### config.mk
export PLATFORM = sky130hd
export DESIGN_NAME = sprite_render_engine
export DESIGN_NICKNAME = d
export VERILOG_FILES = /design/src/rtl/render_pkg.sv /design/src/rtl/step_timer.sv /design/src/rtl/sprite_render_engine.sv
export SDC_FILE = /design/constraint.sdc
export NUM_CORES = 1
export LEC_CHECK = 0
export BUFFER_PORTS_ARGS = -buffer_cell sky130_fd_sc_hd__buf_2
export CORE_MARGIN = 2
export CORE_UTILIZATION = 30
export DETAILED_ROUTE_END_ITERATION = 16
export PLACE_DENSITY_LB_ADDON = 0.15
export SETUP_SLACK_MARGIN = 0.2
export SLEW_MARGIN = 40
export SYNTH_ARGS = -nofsm -noshare
export SYNTH_HDL_FRONTEND = slang
export SYNTH_SLANG_ARGS = --single-unit
### constraint.sdc
create_clock -name clock -period 3.1 [get_ports clock]
set_input_delay 0.62 -clock clock [delete_from_list [all_inputs] [get_ports clock]]
set_output_delay 0.62 -clock clock [all_outputs]
set_load 0.005 [all_outputs]
### src/rtl/render_pkg.sv
// render_pkg: screen limits, colour constants and FSM state type shared by the
// sprite renderer and its step timer.
package render_pkg;

   localparam int unsigned X_MAX = 159;
   localparam int unsigned Y_MAX = 119;

   localparam logic [2:0] BLACK = 3'd0;
   localparam logic [2:0] GREEN = 3'd2;

   typedef enum logic [2:0] {
      ST_IDLE  = 3'd0,
      ST_ERASE = 3'd1,
      ST_LATCH = 3'd2,
      ST_DRAW  = 3'd3,
      ST_DONE  = 3'd4
   } render_state_t;

endpackage

### src/rtl/step_timer.sv
// step_timer: frame tick counter feeding a frames-per-step counter; pulses
// o_step for one cycle each time the frame count wraps.
// Ports: clock, resetn (sync, active-low), i_enable (run/freeze), o_step (pulse).
module step_timer #(
   parameter int unsigned FRAME_TICKS     = 833334,
   parameter int unsigned FRAMES_PER_STEP = 15
) (
   input  logic clock,
   input  logic resetn,
   input  logic i_enable,
   output logic o_step
);

   localparam int unsigned TICK_W = (FRAME_TICKS > 1) ? $clog2(FRAME_TICKS) : 1;
   localparam int unsigned FRM_W  = (FRAMES_PER_STEP > 1) ? $clog2(FRAMES_PER_STEP) : 1;

   logic [TICK_W-1:0] r_tick;
   logic [FRM_W-1:0]  r_frame;
   logic              r_step;
   logic              w_tick_wrap;
   logic              w_frame_wrap;

   assign w_tick_wrap  = (r_tick == TICK_W'(FRAME_TICKS - 1));
   assign w_frame_wrap = (r_frame == FRM_W'(FRAMES_PER_STEP - 1));
   assign o_step       = r_step;

   // Counters hold while disabled; step fires on the frame-counter wrap.
   always_ff @(posedge clock) begin
      if (!resetn) begin
         r_tick  <= '0;
         r_frame <= '0;
         r_step  <= 1'b0;
      end else begin
         r_step <= 1'b0;
         if (i_enable) begin
            if (w_tick_wrap) begin
               r_tick <= '0;
               if (w_frame_wrap) begin
                  r_frame <= '0;
                  r_step  <= 1'b1;
               end else begin
                  r_frame <= r_frame + FRM_W'(1);
               end
            end else begin
               r_tick <= r_tick + TICK_W'(1);
            end
         end
      end
   end

endmodule

### src/rtl/sprite_render_engine.sv
// sprite_render_engine: per movement step, erases every sprite at its last drawn
// position, latches new positions, redraws every sprite; one pixel per cycle.
// Ports: clock, resetn (sync, active-low), enable (timing run), spr_x/spr_y/
// spr_colour/spr_valid (packed per-sprite inputs), x/y/colour/plot (pixel out),
// busy, step, pass_done, hit (pulses), overrun (sticky).
module sprite_render_engine #(
   parameter int unsigned NUM_SPRITES     = 2,
   parameter int unsigned SPR_W           = 4,
   parameter int unsigned SPR_H           = 4,
   parameter int unsigned X_W             = 8,
   parameter int unsigned Y_W             = 7,
   parameter int unsigned X_MAX           = render_pkg::X_MAX,
   parameter int unsigned Y_MAX           = render_pkg::Y_MAX,
   parameter int unsigned FRAME_TICKS     = 833334,
   parameter int unsigned FRAMES_PER_STEP = 15,
   parameter logic [2:0]  BG_COLOUR       = render_pkg::BLACK
) (
   input  logic                       clock,
   input  logic                       resetn,
   input  logic                       enable,
   input  logic [NUM_SPRITES*X_W-1:0] spr_x,
   input  logic [NUM_SPRITES*Y_W-1:0] spr_y,
   input  logic [NUM_SPRITES*3-1:0]   spr_colour,
   input  logic [NUM_SPRITES-1:0]     spr_valid,
   output logic [X_W-1:0]             x,
   output logic [Y_W-1:0]             y,
   output logic [2:0]                 colour,
   output logic                       plot,
   output logic                       busy,
   output logic                       step,
   output logic                       pass_done,
   output logic                       hit,
   output logic                       overrun
);
   import render_pkg::*;

   localparam int unsigned PIX_PER_SPR = SPR_W * SPR_H;
   localparam int unsigned NUM_PIX     = NUM_SPRITES * PIX_PER_SPR;
   localparam int unsigned IDX_W       = $clog2(NUM_PIX + 1);
   localparam int unsigned S_W         = (NUM_SPRITES > 1) ? $clog2(NUM_SPRITES) : 1;
   localparam logic [IDX_W-1:0] LAST_IDX = IDX_W'(NUM_PIX - 1);

   logic [X_W-1:0] w_spr_x   [NUM_SPRITES];
   logic [Y_W-1:0] w_spr_y   [NUM_SPRITES];
   logic [2:0]     w_spr_col [NUM_SPRITES];

   render_state_t    r_state, w_state_nx;
   logic [IDX_W-1:0] r_idx, w_idx_nx;
   logic [X_W-1:0]   r_shadow_x [NUM_SPRITES];
   logic [Y_W-1:0]   r_shadow_y [NUM_SPRITES];
   logic [NUM_SPRITES-1:0] r_shadow_valid;

   logic [X_W-1:0] r_x, w_x_nx;
   logic [Y_W-1:0] r_y, w_y_nx;
   logic [2:0]     r_colour, w_colour_nx;
   logic           r_plot, w_plot_nx;
   logic           r_busy, r_pass_done, r_hit, w_hit_nx, r_overrun;
   logic           w_step;

   logic [31:0]    w_idx32;
   logic [S_W-1:0] w_s;
   logic [X_W:0]   w_c, w_px;
   logic [Y_W:0]   w_r, w_py;
   logic [X_W-1:0] w_base_x, w_dx;
   logic [Y_W-1:0] w_base_y, w_dy;
   logic           w_base_v, w_live, w_on, w_pix_state;

   for (genvar g = 0; g < NUM_SPRITES; g++) begin : g_unpack
      assign w_spr_x[g]   = spr_x[g*X_W +: X_W];
      assign w_spr_y[g]   = spr_y[g*Y_W +: Y_W];
      assign w_spr_col[g] = spr_colour[g*3 +: 3];
   end

   step_timer #(
      .FRAME_TICKS     (FRAME_TICKS),
      .FRAMES_PER_STEP (FRAMES_PER_STEP)
   ) u_step_timer (
      .clock    (clock),
      .resetn   (resetn),
      .i_enable (enable),
      .o_step   (w_step)
   );

   // Next state and pixel index; index order is sprite, then row, then column.
   always_comb begin
      w_state_nx = r_state;
      w_idx_nx   = r_idx;
      unique case (r_state)
         ST_IDLE: begin
            if (w_step) begin
               w_state_nx = ST_ERASE;
               w_idx_nx   = '0;
            end
         end
         ST_ERASE: begin
            if (r_idx == LAST_IDX) begin
               w_state_nx = ST_LATCH;
               w_idx_nx   = '0;
            end else begin
               w_idx_nx = r_idx + IDX_W'(1);
            end
         end
         ST_LATCH: begin
            w_state_nx = ST_DRAW;
            w_idx_nx   = '0;
         end
         ST_DRAW: begin
            if (r_idx == LAST_IDX) begin
               w_state_nx = ST_DONE;
            end else begin
               w_idx_nx = r_idx + IDX_W'(1);
            end
         end
         ST_DONE:  w_state_nx = ST_IDLE;
         default:  w_state_nx = ST_IDLE;
      endcase
   end

   // Pixel for the upcoming cycle, so the registered outputs line up with the
   // state register. The first DRAW pixel is formed while the shadow is still
   // being written, so it reads the live inputs being latched.
   always_comb begin
      w_idx32  = 32'(w_idx_nx);
      w_s      = S_W'(w_idx32 / PIX_PER_SPR);
      w_r      = (Y_W+1)'((w_idx32 / SPR_W) % SPR_H);
      w_c      = (X_W+1)'(w_idx32 % SPR_W);
      w_live   = (r_state == ST_LATCH);
      w_base_x = w_live ? w_spr_x[w_s] : r_shadow_x[w_s];
      w_base_y = w_live ? w_spr_y[w_s] : r_shadow_y[w_s];
      w_base_v = w_live ? spr_valid[w_s] : r_shadow_valid[w_s];
      w_px     = {1'b0, w_base_x} + w_c;
      w_py     = {1'b0, w_base_y} + w_r;
      w_on     = (32'(w_px) <= X_MAX) && (32'(w_py) <= Y_MAX);
      w_pix_state = (w_state_nx == ST_ERASE) || (w_state_nx == ST_DRAW);

      w_plot_nx   = w_pix_state && w_base_v && w_on;
      w_x_nx      = '0;
      w_y_nx      = '0;
      w_colour_nx = '0;
      if (w_pix_state) begin
         // Saturate instead of truncating so off-screen pixels never alias on-screen.
         w_x_nx      = w_px[X_W] ? {X_W{1'b1}} : w_px[X_W-1:0];
         w_y_nx      = w_py[Y_W] ? {Y_W{1'b1}} : w_py[Y_W-1:0];
         w_colour_nx = (w_state_nx == ST_DRAW) ? w_spr_col[w_s] : BG_COLOUR;
      end
   end

   // Player-vs-obstacle overlap on the positions being latched; touching edges do not count.
   always_comb begin
      w_hit_nx = 1'b0;
      w_dx     = '0;
      w_dy     = '0;
      for (int unsigned i = 1; i < NUM_SPRITES; i++) begin
         w_dx = (w_spr_x[0] >= w_spr_x[i]) ? (w_spr_x[0] - w_spr_x[i]) : (w_spr_x[i] - w_spr_x[0]);
         w_dy = (w_spr_y[0] >= w_spr_y[i]) ? (w_spr_y[0] - w_spr_y[i]) : (w_spr_y[i] - w_spr_y[0]);
         if (spr_valid[i] && (32'(w_dx) < SPR_W) && (32'(w_dy) < SPR_H)) begin
            w_hit_nx = 1'b1;
         end
      end
      w_hit_nx = w_hit_nx && spr_valid[0] && (r_state == ST_LATCH);
   end

   always_ff @(posedge clock) begin
      if (!resetn) begin
         r_state        <= ST_IDLE;
         r_idx          <= '0;
         r_shadow_valid <= '0;
         for (int i = 0; i < NUM_SPRITES; i++) begin
            r_shadow_x[i] <= '0;
            r_shadow_y[i] <= '0;
         end
         r_x         <= '0;
         r_y         <= '0;
         r_colour    <= '0;
         r_plot      <= 1'b0;
         r_busy      <= 1'b0;
         r_pass_done <= 1'b0;
         r_hit       <= 1'b0;
         r_overrun   <= 1'b0;
      end else begin
         r_state <= w_state_nx;
         r_idx   <= w_idx_nx;
         if (r_state == ST_LATCH) begin
            r_shadow_valid <= spr_valid;
            for (int i = 0; i < NUM_SPRITES; i++) begin
               r_shadow_x[i] <= w_spr_x[i];
               r_shadow_y[i] <= w_spr_y[i];
            end
         end
         r_x         <= w_x_nx;
         r_y         <= w_y_nx;
         r_colour    <= w_colour_nx;
         r_plot      <= w_plot_nx;
         r_busy      <= (w_state_nx != ST_IDLE);
         r_pass_done <= (w_state_nx == ST_DONE);
         r_hit       <= w_hit_nx;
         if (w_step && (r_state != ST_IDLE)) begin
            r_overrun <= 1'b1;
         end
      end
   end

   assign x         = r_x;
   assign y         = r_y;
   assign colour    = r_colour;
   assign plot      = r_plot;
   assign busy      = r_busy;
   assign step      = w_step;
   assign pass_done = r_pass_done;
   assign hit       = r_hit;
   assign overrun   = r_overrun;

endmodule

-- Yosys cells after proc, flatten, opt, wreduce, memory -nomap -nowiden
Memories as Yosys holds them, arrays and structs flattened.
Cells that the tools add are included.
- register bits: 59
- memory bits (writable): 30
- bits of input ports: 41
- output and inout port bits: 24
- word-level logic and storage cells: 108
- memories: 2
- $add $sub $neg: 9
- order comparisons: 8
- equality and inequality tests: 11
- muxes and demuxes: 40
- bitwise logic cells: 5
- reduce and logical (&&, ||, !) cells: 18
- memories (memory ; depth ; bits a word ; rd ports ; clocked after memory_dff ; write ports ; RTL line ; source):
    r_shadow_x ; 2 ; 8 ; 1 ; 0 ; 2 ; sprite_render_engine.sv:49 ; logic [X_W-1:0] r_shadow_x [NUM_SPRITES];
    r_shadow_y ; 2 ; 7 ; 1 ; 0 ; 2 ; sprite_render_engine.sv:50 ; logic [Y_W-1:0] r_shadow_y [NUM_SPRITES];
- operator list (cell ; number):
    8-bit 2-to-1 mux ; 8
    7-bit 2-to-1 mux ; 8
    6-bit case mux with 4 select lines ; 1
    20-bit by 1-bit adder with 20-bit output (second input constant) ; 1
    20-bit == test (second input constant) ; 1
    20-bit 2-to-1 mux ; 1
    3-bit 2-to-1 mux ; 6
    6-bit 2-to-1 mux ; 3
    8-bit subtractor ; 2
    7-bit subtractor ; 2
    3-bit case mux with 4 select lines ; 1
    1-bit 2-to-1 mux ; 11
    8-bit by 2-bit adder with 9-bit output ; 1
    3-bit by 2-bit == test with 1-bit output (second input constant) ; 3
    9-bit by 8-bit <= comparator with 1-bit output (second input constant) ; 1
    3-bit AND reduction ; 3
    7-bit by 2-bit adder with 8-bit output ; 1
    8-bit >= comparator ; 1
    8-bit by 7-bit <= comparator with 1-bit output (second input constant) ; 1
    1-bit logical AND ; 8
    8-bit by 3-bit less-than comparator with 1-bit output (second input constant) ; 1
    7-bit >= comparator ; 1
    7-bit by 3-bit less-than comparator with 1-bit output (second input constant) ; 1
    6-bit by 1-bit adder with 6-bit output (second input constant) ; 1
    17 further kinds ; 23

-- Depth between registers and ports, before layout
- depth after elaboration: 12
- mapped depth: 16
- depth with buffers taken out: 16

-- By module
From an unflattened synthesis, not the netlist that was laid out.
- cell total of the unflattened synthesis: 605
- area total of the unflattened synthesis: 5425.2 um^2
- modules (own cells, without submodules) (module ; times used ; cells an instance ; area an instance (um^2) ; seq. area each (um^2)):
    sprite_render_engine ; 1 ; 464 ; 4239.1 ; 1581.5
    step_timer ; 1 ; 141 ; 1186.1 ; 500.5

-- Least setup slack after synthesis
OpenSTA, ideal clock, no wires.
- path type: reg2reg
- start point: register r_idx[0]
- end point: register r_x[0], in the netlist x[0]
- setup time: 0.070 ns
- arrival: 3.101 ns
- data required time: 3.030 ns
- setup slack: -0.071 ns
- cell stages (with the launch flop): 15
- path buffers: 0
- path through: dfxtp_1 > ha_1 > nand4_1 > nor2_1 > inv_1 > ha_1 > nand2_1 > o21ai_0 > o21ai_0 > ha_1 > inv_1 > fa_1 > nor4_2 > nand3_1 > a21oi_1
- elaborated cells between the ends (all ways): 21
- classes of those cells: add/sub: 2; eq/ne: 3; mux: 12; bitwise: 1; reduce/logical: 2; memory: 1
- RTL lines (element ; RTL line ; source):
    start: declaration ; sprite_render_engine.sv:48 ; logic [IDX_W-1:0] r_idx, w_idx_nx;
    start signal: assignment ; sprite_render_engine.sv:182 ; r_idx <= w_idx_nx;
    6-bit by 1-bit adder with 6-bit output / 6-bit by 5-bit == test with 1-bit output (equally long branches) ; - ;
    6-bit 2-to-1 mux, on equally long branches ; sprite_render_engine.sv:108, sprite_render_engine.sv:96 ;
    6-bit case mux with 4 select lines * ; sprite_render_engine.sv:88 ; unique case (r_state)
    named net w_c[0] ; sprite_render_engine.sv:62 ; logic [X_W:0] w_c, w_px;
    8-bit by 2-bit adder with 9-bit output * ; sprite_render_engine.sv:131 ; w_px = {1'b0, w_base_x} + w_c;
    8-bit 2-to-1 mux * ; sprite_render_engine.sv:142 ; w_x_nx = w_px[X_W] ? {X_W{1'b1}} : w_px[X_W-1:0];
    end signal: assignment ; sprite_render_engine.sv:190 ; r_x <= w_x_nx;
    end: declaration ; sprite_render_engine.sv:53 ; logic [X_W-1:0] r_x, w_x_nx;
Mark *: on every way through the listed nets, which the timed path passes. The rest lies on a longest branch. The select of a mux whose other input is x is not followed.
A chain may end at the register's enable or synchronous reset.

-- Worst setup path in the final report
- start point: register r_idx[0]
- end point: register r_plot, in the netlist plot
- elaborated cells between the ends (all ways): 35
- classes of those cells: add/sub: 3; order compare: 2; eq/ne: 3; mux: 20; bitwise: 1; reduce/logical: 4; memory: 2
- RTL lines (element ; RTL line ; source):
    6-bit by 1-bit adder with 6-bit output / 6-bit by 5-bit == test with 1-bit output (equally long branches) ; - ;
    6-bit 2-to-1 mux, on equally long branches ; sprite_render_engine.sv:108, sprite_render_engine.sv:96 ;
    6-bit case mux with 4 select lines * ; sprite_render_engine.sv:88 ;
    named net w_idx_nx[2] ; sprite_render_engine.sv:48 ;
    7-bit by 2-bit adder with 8-bit output * ; sprite_render_engine.sv:132 ; w_py = {1'b0, w_base_y} + w_r;
    8-bit by 7-bit <= comparator with 1-bit output * ; sprite_render_engine.sv:133 ; w_on = (32'(w_px) <= X_MAX) && (32'(w_py) <= Y_MAX);
    1-bit logical AND * ; sprite_render_engine.sv:133 ;
    1-bit logical AND * ; sprite_render_engine.sv:136 ; w_plot_nx = w_pix_state && w_base_v && w_on;
    end signal: assignment ; sprite_render_engine.sv:193 ; r_plot <= w_plot_nx;
    end: declaration ; sprite_render_engine.sv:56 ; logic r_plot, w_plot_nx;
Marked as above.

==> run summary <==
status - finished, final reports clean
Core Area - 17800 µm²
Synthesized Nets - 680
die height - 138 µm
switching portion of total power - 25.0%
hold crit path type - flop to flop
clock slew at reported path FFs - 70 ps
Worst R2R End - plot$_SDFF_PN0_
clock period minus worst slack - 3030 ps
WP data arrival - 3280 ps
layout cells sized above 1 - 28.0%
slew at the pin closest to its max-slew limit - 682 ps
RSZ-0062 raised after global routing - true
post-synth top area share - 21.8%
floorplan row count - 49
Hold Path Depth - 1
Mean Syn Cell Area - 9.01 µm²
ys async rst share - 0%
Setup CP Type - flop to flop
Root Driver - clkbuf_16
Pwr Density - 398 nW/µm²
Worst VDD drop - 0.270 mV
period utilization - 97.6%
Longest Clk Path Bufs - 2
sequential area share after synthesis - 38.4%
die width - 138 µm
combinational group share of total power - 12.7%
Port Buffer Count - 64
dpl cells - 922
clock share of power - 43.6%
Critical Path Source Type - flop
clock sink count - 89
H-tree depth - 3
grt peak-use layer - met2
Max Freq - 331 MHz
met1 usage - 20.8%
Worst Setup SP - r_idx[0]$_SDFF_PN0_
Final GP Congestion - 0.817
post-synth top area cell - dfxtp_1
global route total overflow - 0
Leak - 3.00 nW
Commonest cells post-synth - 59 x dfxtp_1, 51 x nor2_1, 46 x inv_1, 45 x nand2_1, 38 x and3_1
vias per cell - 4.99
Synth Flop Type - dfxtp_1
Worst Hold End - overrun$_SDFFE_PN0P_
first-pass GRT wire length - 23300 µm
vias - 4769
max cap viols - 0
vias in the first global route - 4624
Rel. slew slack - 54.4%
CP endpoint kind - flop
CP Max Fanout - 3
Pwr Total - 2.80 mW
worst reg2reg path depth - 18
power share of the sequential group - 43.8%
Die ar. - 19100 µm²
Hold Path Origin - overrun$_SDFFE_PN0P_
drt drc - 0
internal power - 2.10 mW
#FFs+latches synth - 89
mapped cell area - 5420 µm²
design area - 7040 µm²
I/O pin total - 65
final setup fails - 0
sw power - 0.701 mW
GRT Resource Usage Total - 14.9%
Routed Wire Length - 14300 µm
synth-to-layout area growth - 30.1%
initial antenna violation count - 1
largest net degree at the start of global routing - 46
fin nets - 800
CTS Buf Count - 9
worst r2r src - r_idx[0]$_SDFF_PN0_
routed length per instance - 14.9 µm
critical path required time - 3360 ps
Post-DP HPWL - 10600 µm
number of synthesized flops with an enable pin - 30
Starting Density - 30.4%
met2 usage - 22.8%
Synth Warn # - 0
CTS tree - built
Iteration-0 DRC Markers - 289
cts hold-fix bufs - 0
met3 usage - 3.36%
Final ANT Viol Nets - 0
Placement Cell Area - 6370 µm²
Place WS - -15.8 ps
reg2reg setup slack - 70 ps
Clk Latency, worst-skew pair - 350 ps
fin. max-slew vios - 0
most frequent cell after synthesis - dfxtp_1
final worst slack - 74.4 ps
Mapped Cells - 601
Synth cell types - 73
skew final - 10.7 ps
Final Hold Fails - 0
Synth area leaders - dfxtp_1 22%, edfxtp_1 17%, ha_1 8.3%
DRT Pass-1 Iters - 4
non-filler cells in the finished layout - 956
## how the worst max path moves through the flow
stage | endpoint | slack (ps) | cells after the start
after floorplan | plot$_SDFF_PN0_ | 180 | 16
after global placement | hit$_SDFF_PN0_ | 40 | 11
after detailed placement | hit$_SDFF_PN0_ | -20 | 11
after CTS | x[5]$_SDFF_PN0_ | 160 | 13
after global routing | plot$_SDFF_PN0_ | -70 | 18
final | plot$_SDFF_PN0_ | 70 | 18
## logic make-up (layout without fill, tap and decap cells)
| kind of cell | count (synthesis) | count (layout) | synth area share [%] |
|---|---|---|---|
| AOI/OAI and AO/OA | 125 | 125 | 15.5 |
| xor gates and xnor gates | 32 | 32 | 5.18 |
| adders and majority gates | 38 | 38 | 9.06 |
| buffers and inverters | 66 | 191 | 4.69 |
| DFF | 89 | 89 | 38.4 |
| muxes | 20 | 20 | 3.79 |
| other | 0 | 1 | 0 |
| and+or+nand+nor | 231 | 231 | 23.3 |
## cells in the final DEF, fill, tap and decap left out, types with 4 or more instances in the layout
master	n
buf_4	58
and4_1	4
ha_1	31
o21ai_1	11
dfxtp_1	57
and3_1	38
inv_1	41
a21oi_2	13
buf_6	6
nand4_1	9
a211oi_1	6
mux2i_1	19
nand2_1	42
and2_1	12
o211ai_1	4
ha_4	4
a21boi_0	4
xnor2_1	12
a21oi_1	22
o21ai_2	5
nand2b_1	9
nand3_1	13
clkbuf_16	11
o21ai_0	15
buf_2	64
nor2b_1	9
inv_2	5
o21a_1	8
o31a_1	6
or4_1	4
nor2_1	48
nor3_1	9
edfxtp_1	30
xor2_1	19
## final cells by class
type	count	area, µm²
diodes	1	2.50
inverters	46	173
fillers	1748	10800
well taps	229	287
clock inverters	5	65.1
repair buffers	129	843
clock buffers	11	275
flip-flops and latches	89	2080
multi-input cells	446	3310
## per-layer routing
| metal | up-vias | part of all wire [%] |
|---|---|---|
| met5 | - | 0 |
| met4 | 0 | 1.9 |
| met3 | 22 | 4.1 |
| met2 | 95 | 44 |
| met1 | 2259 | 50 |
| li1 | 2393 | - |
## stage by stage
step	hold WS (ps)	setup TNS, ps	util, %
6_report	471	0	39.5
5_1_grt	492	-71.7	39.5
4_1_cts	474	0	38.3
3_5_place_dp	462	-28.9	35.7
3_3_place_gp	449	0	35.7
2_1_floorplan	443	0	-
## sequential cells by signal (all words and copies together), names as in the netlist, 3 cells and up
| signal | flops |
|---|---|
| colour | 3 |
| r_shadow_x | 16 |
| r_idx | 6 |
| u_step_timer.r_tick | 20 |
| u_step_timer.r_frame | 4 |
| x | 8 |
| y | 7 |
| r_state | 3 |
| r_shadow_y | 14 |
## critical path: stages, from the launching register on
cell and delay (ps):
dfxtp_2 350, ha_4 140, nand4_1 170, nor2_2 190, inv_2 60, buf_6 120
buf_6 120, nor2_4 70, a211oi_2 50, o31ai_1 240, o21ai_1 170, ha_4 200
inv_2 60, fa_2 220, inv_2 50, nand3b_1 100, a21oi_2 60, o31a_1 300
nor4_2 260
## power by group through the flow
stage          combinational [mW]  clock, mW  sequential, mW
5_1_grt                     0.397       1.29            1.23
6_report                    0.355       1.22            1.23
4_1_cts                     0.346       1.26            1.23
3_5_place_dp                0.343          0            1.25
2_1_floorplan               0.214          0            1.25
3_3_place_gp                0.340          0            1.25
## repair_timing
item / 4_1_cts / 5_1_grt
setup buffers: 10 / 7
endpoints found under the setup margin: 11 / 17
gates cloned: 0 / 0
gates resized for setup: 24 / 33
pin swaps: 16 / 21
(Power assumes the default switching activity.)
